--- src/rtl/vx_tag_flush_ctrl_pkg.sv ---
// Shared types and geometry helpers for the tag-store flush sequencer.
// Module parameters differ per instance, so geometry is derived through functions here.
package vx_tag_flush_ctrl_pkg;

  typedef enum logic [1:0] {
    S_INIT  = 2'd0,
    S_IDLE  = 2'd1,
    S_FLUSH = 2'd2
  } flush_state_e;

  // LINES_PER_BANK: never below one line, so a degenerate geometry still walks once.
  function automatic int calc_lines_per_bank(input int cache_size, input int line_size,
                                             input int num_banks);
    int lines;
    lines = cache_size / (line_size * num_banks);
    return (lines < 1) ? 1 : lines;
  endfunction

  // LINE_SELECT_BITS, also the walk-counter width.
  function automatic int calc_line_select_bits(input int lines);
    return (lines > 1) ? $clog2(lines) : 1;
  endfunction

  // Line address width: word address width minus the word-in-line select bits.
  function automatic int calc_line_addr_width(input int line_size, input int word_size);
    int words_per_line;
    words_per_line = (line_size > word_size) ? (line_size / word_size) : 1;
    return (32 - $clog2(word_size)) - $clog2(words_per_line);
  endfunction

endpackage

--- src/rtl/vx_line_walker.sv ---
// Line-index walker: counts 0..NUM_LINES-1 on enable, wraps after the last line.
// Shared by the tag-store flush sequencer and the data-store init path.
module vx_line_walker #(
  parameter int NUM_LINES = 4,
  parameter int SEL_W     = 2
) (
  input  logic             clk,
  input  logic             rst_n,
  input  logic             en_i,
  input  logic             clr_i,
  output logic [SEL_W-1:0] cnt_o,
  output logic             last_o
);

  logic [SEL_W-1:0] cnt_q, cnt_d;

  assign last_o = (cnt_q == SEL_W'(NUM_LINES - 1));
  assign cnt_o  = cnt_q;

  always_comb begin
    cnt_d = cnt_q;
    if (clr_i) begin
      cnt_d = '0;
    end else if (en_i) begin
      cnt_d = last_o ? '0 : cnt_q + SEL_W'(1);
    end
  end

  always_ff @(posedge clk or negedge rst_n) begin
    if (!rst_n) begin
      cnt_q <= '0;
    end else begin
      cnt_q <= cnt_d;
    end
  end

endmodule

--- src/rtl/vx_tag_flush_ctrl.sv ---
// Arbitrates the tag store's single port between flush walk, fill and lookup.
// Grants are combinational in the request cycle; busy/flush_done are registered.
module vx_tag_flush_ctrl
  import vx_tag_flush_ctrl_pkg::*;
#(
  parameter int CACHE_ID         = 0,
  parameter int BANK_ID          = 0,
  parameter int CACHE_SIZE       = 1,
  parameter int CACHE_LINE_SIZE  = 1,
  parameter int NUM_BANKS        = 1,
  parameter int WORD_SIZE        = 1,
  parameter int BANK_ADDR_OFFSET = 0,
  parameter int INIT_ON_RESET    = 1,
  localparam int LAW             = calc_line_addr_width(CACHE_LINE_SIZE, WORD_SIZE)
) (
  input  logic           clk,
  input  logic           reset,
  input  logic           stall,
  input  logic           flush_req_valid,
  output logic           flush_req_ready,
  input  logic           fill_valid,
  input  logic [LAW-1:0] fill_addr,
  input  logic           fill_should_reserve,
  input  logic           fill_is_write,
  output logic           fill_ready,
  input  logic           lookup_valid,
  input  logic [LAW-1:0] lookup_addr,
  output logic           lookup_ready,
  output logic           tag_lookup,
  output logic           tag_fill,
  output logic           tag_flush,
  output logic [LAW-1:0] tag_addr,
  output logic           tag_is_write,
  output logic           tag_should_reserve,
  output logic           busy,
  output logic           flush_done
);

  localparam int LINES_PER_BANK   = calc_lines_per_bank(CACHE_SIZE, CACHE_LINE_SIZE, NUM_BANKS);
  localparam int LINE_SELECT_BITS = calc_line_select_bits(LINES_PER_BANK);

  flush_state_e                state_q;
  logic                        busy_q;
  logic                        flush_done_q;
  logic [LINE_SELECT_BITS-1:0] walk_cnt;
  logic                        walk_last;
  logic                        walk_en;
  logic                        walking;

  assign walking = (state_q != S_IDLE);

  vx_line_walker #(
    .NUM_LINES (LINES_PER_BANK),
    .SEL_W     (LINE_SELECT_BITS)
  ) u_walker (
    .clk    (clk),
    .rst_n  (reset),
    .en_i   (walk_en),
    .clr_i  (flush_req_ready),
    .cnt_o  (walk_cnt),
    .last_o (walk_last)
  );

  // Fixed priority: walk > flush request > fill > lookup; reset forces everything quiet.
  always_comb begin
    flush_req_ready    = 1'b0;
    fill_ready         = 1'b0;
    lookup_ready       = 1'b0;
    tag_lookup         = 1'b0;
    tag_fill           = 1'b0;
    tag_flush          = 1'b0;
    tag_addr           = '0;
    tag_is_write       = 1'b0;
    tag_should_reserve = 1'b0;
    walk_en            = 1'b0;
    if (reset && !stall) begin
      if (walking) begin
        tag_flush = 1'b1;
        tag_addr  = LAW'(walk_cnt);
        walk_en   = 1'b1;
      end else if (flush_req_valid) begin
        flush_req_ready = 1'b1;
      end else if (fill_valid) begin
        fill_ready         = 1'b1;
        tag_fill           = 1'b1;
        tag_addr           = fill_addr;
        tag_is_write       = fill_is_write;
        tag_should_reserve = fill_should_reserve;
      end else if (lookup_valid) begin
        lookup_ready = 1'b1;
        tag_lookup   = 1'b1;
        tag_addr     = lookup_addr;
      end
    end
  end

  always_ff @(posedge clk or negedge reset) begin
    if (!reset) begin
      state_q      <= (INIT_ON_RESET != 0) ? S_INIT : S_IDLE;
      busy_q       <= (INIT_ON_RESET != 0);
      flush_done_q <= 1'b0;
    end else begin
      flush_done_q <= 1'b0;
      case (state_q)
        S_INIT, S_FLUSH: begin
          if (walk_en && walk_last) begin
            state_q      <= S_IDLE;
            busy_q       <= 1'b0;
            flush_done_q <= 1'b1;
          end
        end
        S_IDLE: begin
          if (flush_req_ready) begin
            state_q <= S_FLUSH;
            busy_q  <= 1'b1;
          end
        end
        default: begin
          state_q <= S_IDLE;
          busy_q  <= 1'b0;
        end
      endcase
    end
  end

  assign busy       = busy_q;
  assign flush_done = flush_done_q;

endmodule

--- config.mk ---
export PLATFORM = sky130hd
export DESIGN_NAME = vx_tag_flush_ctrl
export DESIGN_NICKNAME = d
export VERILOG_FILES = /design/src/rtl/vx_tag_flush_ctrl_pkg.sv /design/src/rtl/vx_line_walker.sv /design/src/rtl/vx_tag_flush_ctrl.sv
export SDC_FILE = /design/constraint.sdc
export NUM_CORES = 1
export LEC_CHECK = 0
export ABC_AREA = 1
export BUFFER_PORTS_ARGS = -buffer_cell sky130_fd_sc_hd__buf_4
export CAP_MARGIN = 20
export CORE_ASPECT_RATIO = 0.7
export CORE_MARGIN = 3
export CORE_UTILIZATION = 32
export CTS_BUF_LIST = sky130_fd_sc_hd__clkbuf_8
export DETAILED_ROUTE_END_ITERATION = 16
export GPL_TIMING_DRIVEN = 0
export PLACE_DENSITY = 0.79
export SLEW_MARGIN = 10
export SYNTH_ARGS = -nofsm -noshare
export SYNTH_HDL_FRONTEND = slang
export SYNTH_SLANG_ARGS = --single-unit
--- constraint.sdc ---
create_clock -name clk -period 1.23 [get_ports clk]
set_input_delay 0.0615 -clock clk [delete_from_list [all_inputs] [get_ports clk]]
set_output_delay 0.0615 -clock clk [all_outputs]
set_load 0.1 [all_outputs]
==> summary.md, run 1 <==
| Metric | Value |
|---|---|
| CTS Hold Bufs | 1 |
| Adder and majority gate portion of the synthesized area | 0% |
| Root Buffer | clkbuf_8 |
| Syn nets | 216 |
| CTS Sinks | 4 |
| DP Wirelength | 3.23 mm |
| Post-Synth XOR/XNOR Area | 0% |
| Avg Cell Area, Syn | 6.01 um2 |
| IO Count | ~110 |
| Routability cong. | around 0.8 |
| Synth Warn # | 0 |
| Register bit total from synthesis | 4 |
| Largest family of logic cells by synthesized area | simple AND/OR/NAND/NOR gates |
| Starting density of the core | 34.4% |
| Post-synth cell types | 19 |
| Die Y | 49.5 um |
| Fail Step | clock tree synthesis (4_1_cts) |
| Status | stopped before the end |
| Post-Synthesis Cell Area | 866 um2 |
| Mux cell area share after synthesis | 0% |
| Total CTS buffers | 3 |
| Die width | 68.2 um |
| Post-CTS setup buffer count | 6 |
| Post-Synthesis Cells | 144 |
| Stop Error | [ERROR DPL-0038] Utilization greater than 100%, impossible to legalize |
| H-tree depth | 1 |
| Port Buf Inserts | 112 |
| Synth Area in Simple Gates | 43.2% |
| Core Rows | 15 |
| Sequential area share after synthesis | 11.7% |
| CTS resizes | between 100 and 150 |
| Placed cells | 290 |
| Post-synthesis compound-gate area fraction | 31.1% |
| Buffer depth of the longest clock path | 2 |
-- cells by family after synthesis --
logic type             count (synthesis)
and+or+nand+nor                       88
AOI/OAI and AO/OA                     32
buffers and inverters                 20
DFF                                    4
-- cells in the mapped netlist --
cell / number / area, um2
nand2_1: 68 / 255
a21oi_2: 29 / 254
inv_1: 7 / 26.3
nor2_1: 6 / 22.5
buf_4: 5 / 37.5
buf_2: 4 / 20.0
buf_6: 3 / 33.8
dfrtp_1: 3 / 75.1
nand4_1: 3 / 18.8
nor3_1: 3 / 15.0
a21oi_1: 2 / 10.0
nand2_2: 2 / 12.5
nand3_1: 2 / 10.0
nor2_4: 2 / 22.5
dfstp_2: 1 / 26.3
inv_2: 1 / 3.75
nand2_4: 1 / 11.3
nor2_2: 1 / 6.26
o21ai_0: 1 / 5.00
-- per-stage QoR --
stage / worst slack, ns / cell area (um2)
floorplan: -0.696 / 1180
global placement: -0.331 / 2070
detailed placement: -0.343 / 2070
==> inputs of run 2 (changes only) <==
--- a/config.mk
+++ b/config.mk
@@ -8,13 +8,11 @@
 export ABC_AREA = 1
 export BUFFER_PORTS_ARGS = -buffer_cell sky130_fd_sc_hd__buf_4
 export CAP_MARGIN = 20
-export CORE_ASPECT_RATIO = 0.7
-export CORE_MARGIN = 3
-export CORE_UTILIZATION = 32
-export CTS_BUF_LIST = sky130_fd_sc_hd__clkbuf_8
+export CORE_AREA = 3 3 64 66
 export DETAILED_ROUTE_END_ITERATION = 16
+export DIE_AREA = 0 0 67 69
 export GPL_TIMING_DRIVEN = 0
-export PLACE_DENSITY = 0.79
+export PLACE_DENSITY_LB_ADDON = 0.15
 export SLEW_MARGIN = 10
 export SYNTH_ARGS = -nofsm -noshare
 export SYNTH_HDL_FRONTEND = slang
==> run 2 against run 1 <==
  * The flow now finishes, with violations (setup timing)
  * Area after synthesis unchanged
  * Synthesized cell count stayed put
==> summary.md, run 2 <==
| Metric | Value |
|---|---|
| Post-Synthesis Cells | 144 |
| Top cells by area, synth | nand2_1, a21oi_2, dfrtp_1, buf_4, buf_6 |
| Root Buffer | clkbuf_8 |
| RSZ-0062 raised after global routing | yes |
| Largest net degree at the start of global routing | 11 |
| Non-filler cells in the finished layout | 319 |
| Largest Register | state_q |
| Peak supply drop | 0.000845 V |
| Buffer depth of the longest clock path | 2 |
| Startpoint Class | flip-flop |
| Worst Clk Skew | 0.00346 ns |
| Clock latency on the worst-skew pair | ~0.22 ns |
| Vias in the first global route | 1549 |
| H-tree depth | 1 |
| DR pass1 iterations | 4 |
| PD cells | 567 nW/um2 |
| Detailed-route DRC error count | 0 |
| Antenna violations before repair | 0 |
| First-pass GRT wire length | 6.91 mm |
| Area of the core | 3630 um2 |
| Min Tclk post-route | 1.63 ns |
| Reg2Reg Setup Slack | 0.16 ns |
| Routability cong. | between 0.7 and 0.8 |
| CP Capture Type | primary output |
| Post-route ant nets | 0 |
| Failing checks | setup timing |
| Critical Path Fanout Max | 7 |
| Die Y | between 60 and 70 um |
| CTS tree | done |
| Ys flop type | dfrtp_1 |
| Avg Cell Area, Syn | 6.01 um2 |
| Worst endpoint required time | 1.17 ns |
| Synth Warn # | 0 |
| Worst slew pin tran | 0.300 ns |
| Setup violators final | 40 |
| CP cell instances | inv_2, nand2_4, nor2_4, nand2_8, buf_12, nor2_4, buf_12, buf_12 |
| Starting density of the core | 23.8% |
| Layout fillers | approximately 250 |
| Vias | 1447 |
| Post-synth cell types | 19 |
| Max FFs per register | 2 |
| Synth-to-Final Area Change | 221% |
| Core Rows | 22 |
| Most frequent cells in the layout | buf_4, nand2_1, buf_12 |
| Async S/R FF share, synth | 100% |
| N_diodes | 0 |
| Register bit total from synthesis | 4 |
| Vias/cell | ~4.5 |
| Total CTS buffers | 3 |
| EDFF count, synth | 0 |
| CP Class | reg -> out |
| Clk slew on worst S/H paths | 0.03 ns |
| Final count of pins violating max slew | 0 |
| GRT overflow | 0 |
| Initial drt markers | 44 |
| Placed cells | approximately 300 |
| Leak | ~1.2 nW |
| Count leader, synth | nand2_1 |
| CP max stage cell | dfrtp_1 |
| Worst setup margin | -0.403 ns |
| DP Wirelength | 2.96 mm |
| Die ar. | 4620 um2 |
| WL final | about 4.4 mm |
| Layout Nets | between 300 and 400 |
| Syn nets | 216 |
| Worst hold slack | 0.150 ns |
| Worst relative slew slack | 80.0% |
| Top cells by count, synth | nand2_1, a21oi_2, inv_1 |
| Share of post-route cells with drive strength above 1 | 69.0% |
| Port Buf Inserts | 112 |
| Status | complete, but fails checks |
| Final Hold Viols | 0 |
| Fmax | 613 MHz |
| WL/cell | 13.9 um |
| Leading area contributor after synthesis | nand2_1 |
| Die width | 67 um |
| Max-cap check violation count | 0 |
| Sequential area share after synthesis | between 10% and 20% |
| Tcrit/Tclk final | 133% |
| Most common cell after layout, fill and taps aside | buf_4 |
| Cell mode on critical path | buf_12 |
| Top-area cell type share of the netlist area | 29.5% |
| IO Count | around 110 |
| Hold Crit Class | in -> reg |
| Post-Synthesis Cell Area | 866 um2 |
| Worst Path Arrival | between 1.5 and 2 ns |
| CTS Sinks | 4 |
| Tot GR Track Use | 18.8% |
| Max stage delay on crit path | 0.38 ns |
## run 2: cell counts after synthesis
No cell type changed its count.
## run 2: power by group
part | leakage, nW | internal [mW] | switching, mW
sequential | 0.0481 | 0.157 | 0.0154
combinational | 1.08 | 0.452 | 0.655
clock | 0.0228 | 0.222 | 0.0754
total | 1.15 | 0.830 | 0.746
## run 2: metrics by stage
stage | power, mW | setup TNS (ns) | cell area, um2 | setup slack [ns] | util [%]
2_1_floorplan | 0.792 | -12.29 | 1180 | -0.696 | -
3_3_place_gp | 1.06 | -7.89 | 2080 | -0.338 | 57.4
3_5_place_dp | 1.07 | -8.15 | 2080 | -0.344 | 57.4
4_1_cts | 1.53 | -13.19 | 2730 | -0.384 | 75.1
5_1_grt | 1.66 | -16.29 | 2780 | -0.481 | 76.5
6_report | 1.58 | -13.37 | 2780 | -0.403 | 76.5
## run 2: cell type report
class / count / area, um2 / share of cell area, %
timing repair buffer: 123 / 1450 / 52.1
multi-input combinational: 120 / 970 / 34.9
buffer: 12 / 125 / 4.50
sequential: 4 / 101 / 3.65
tap: 48 / 60.1 / 2.16
clock buffer: 4 / 45.0 / 1.62
inverter: 8 / 30.0 / 1.08
## run 2: metal layers
| metal | global-route usage (%) | routed length, um |
|---|---|---|
| met5 | 0 | 0 |
| met3 | 1.95 | 345 |
| met2 | 37.8 | 2570 |
| met1 | 18.0 | 1350 |
| met4 | 8.11 | 151 |
## run 2: timing repair
item                                    4_1_cts  5_1_grt
hold buffers                                  1        0
setup buffers                                 6        5
gates resized for setup                     125        7
pin swaps                                     5       10
endpoints found under the setup margin       40       40
cloned                                        1        0
hold endpoints to repair                      4        0
## run 2: logic make-up after synthesis
logic type	after synthesis	share of synthesized area, %
compound gates	32	31.1
buf+inv	20	14.0
simple gates	88	43.2
flops	4	11.7
## run 2: critical path: cells and delay by family, from the launching register on
| family | cells | cell delay (ns) |
|---|---|---|
| buf+inv | 4 | 0.51 |
| flops | 1 | 0.38 |
| simple gates | 4 | 0.45 |
## run 2: path summary, 6_finish.rpt
check	cells past startpoint	startpoint	end
worst max-delay path	8	state_q[1]	tag_fill
worst max register to register	5	state_q[0]	state_q[1]
worst min-delay path	3	flush_req_valid	busy
max in group asynchronous	2	reset	busy
worst min register to register	2	busy	busy
min in group asynchronous	2	reset	state_q[0]
No activity file was read; power rests on OpenSTA's default activity.
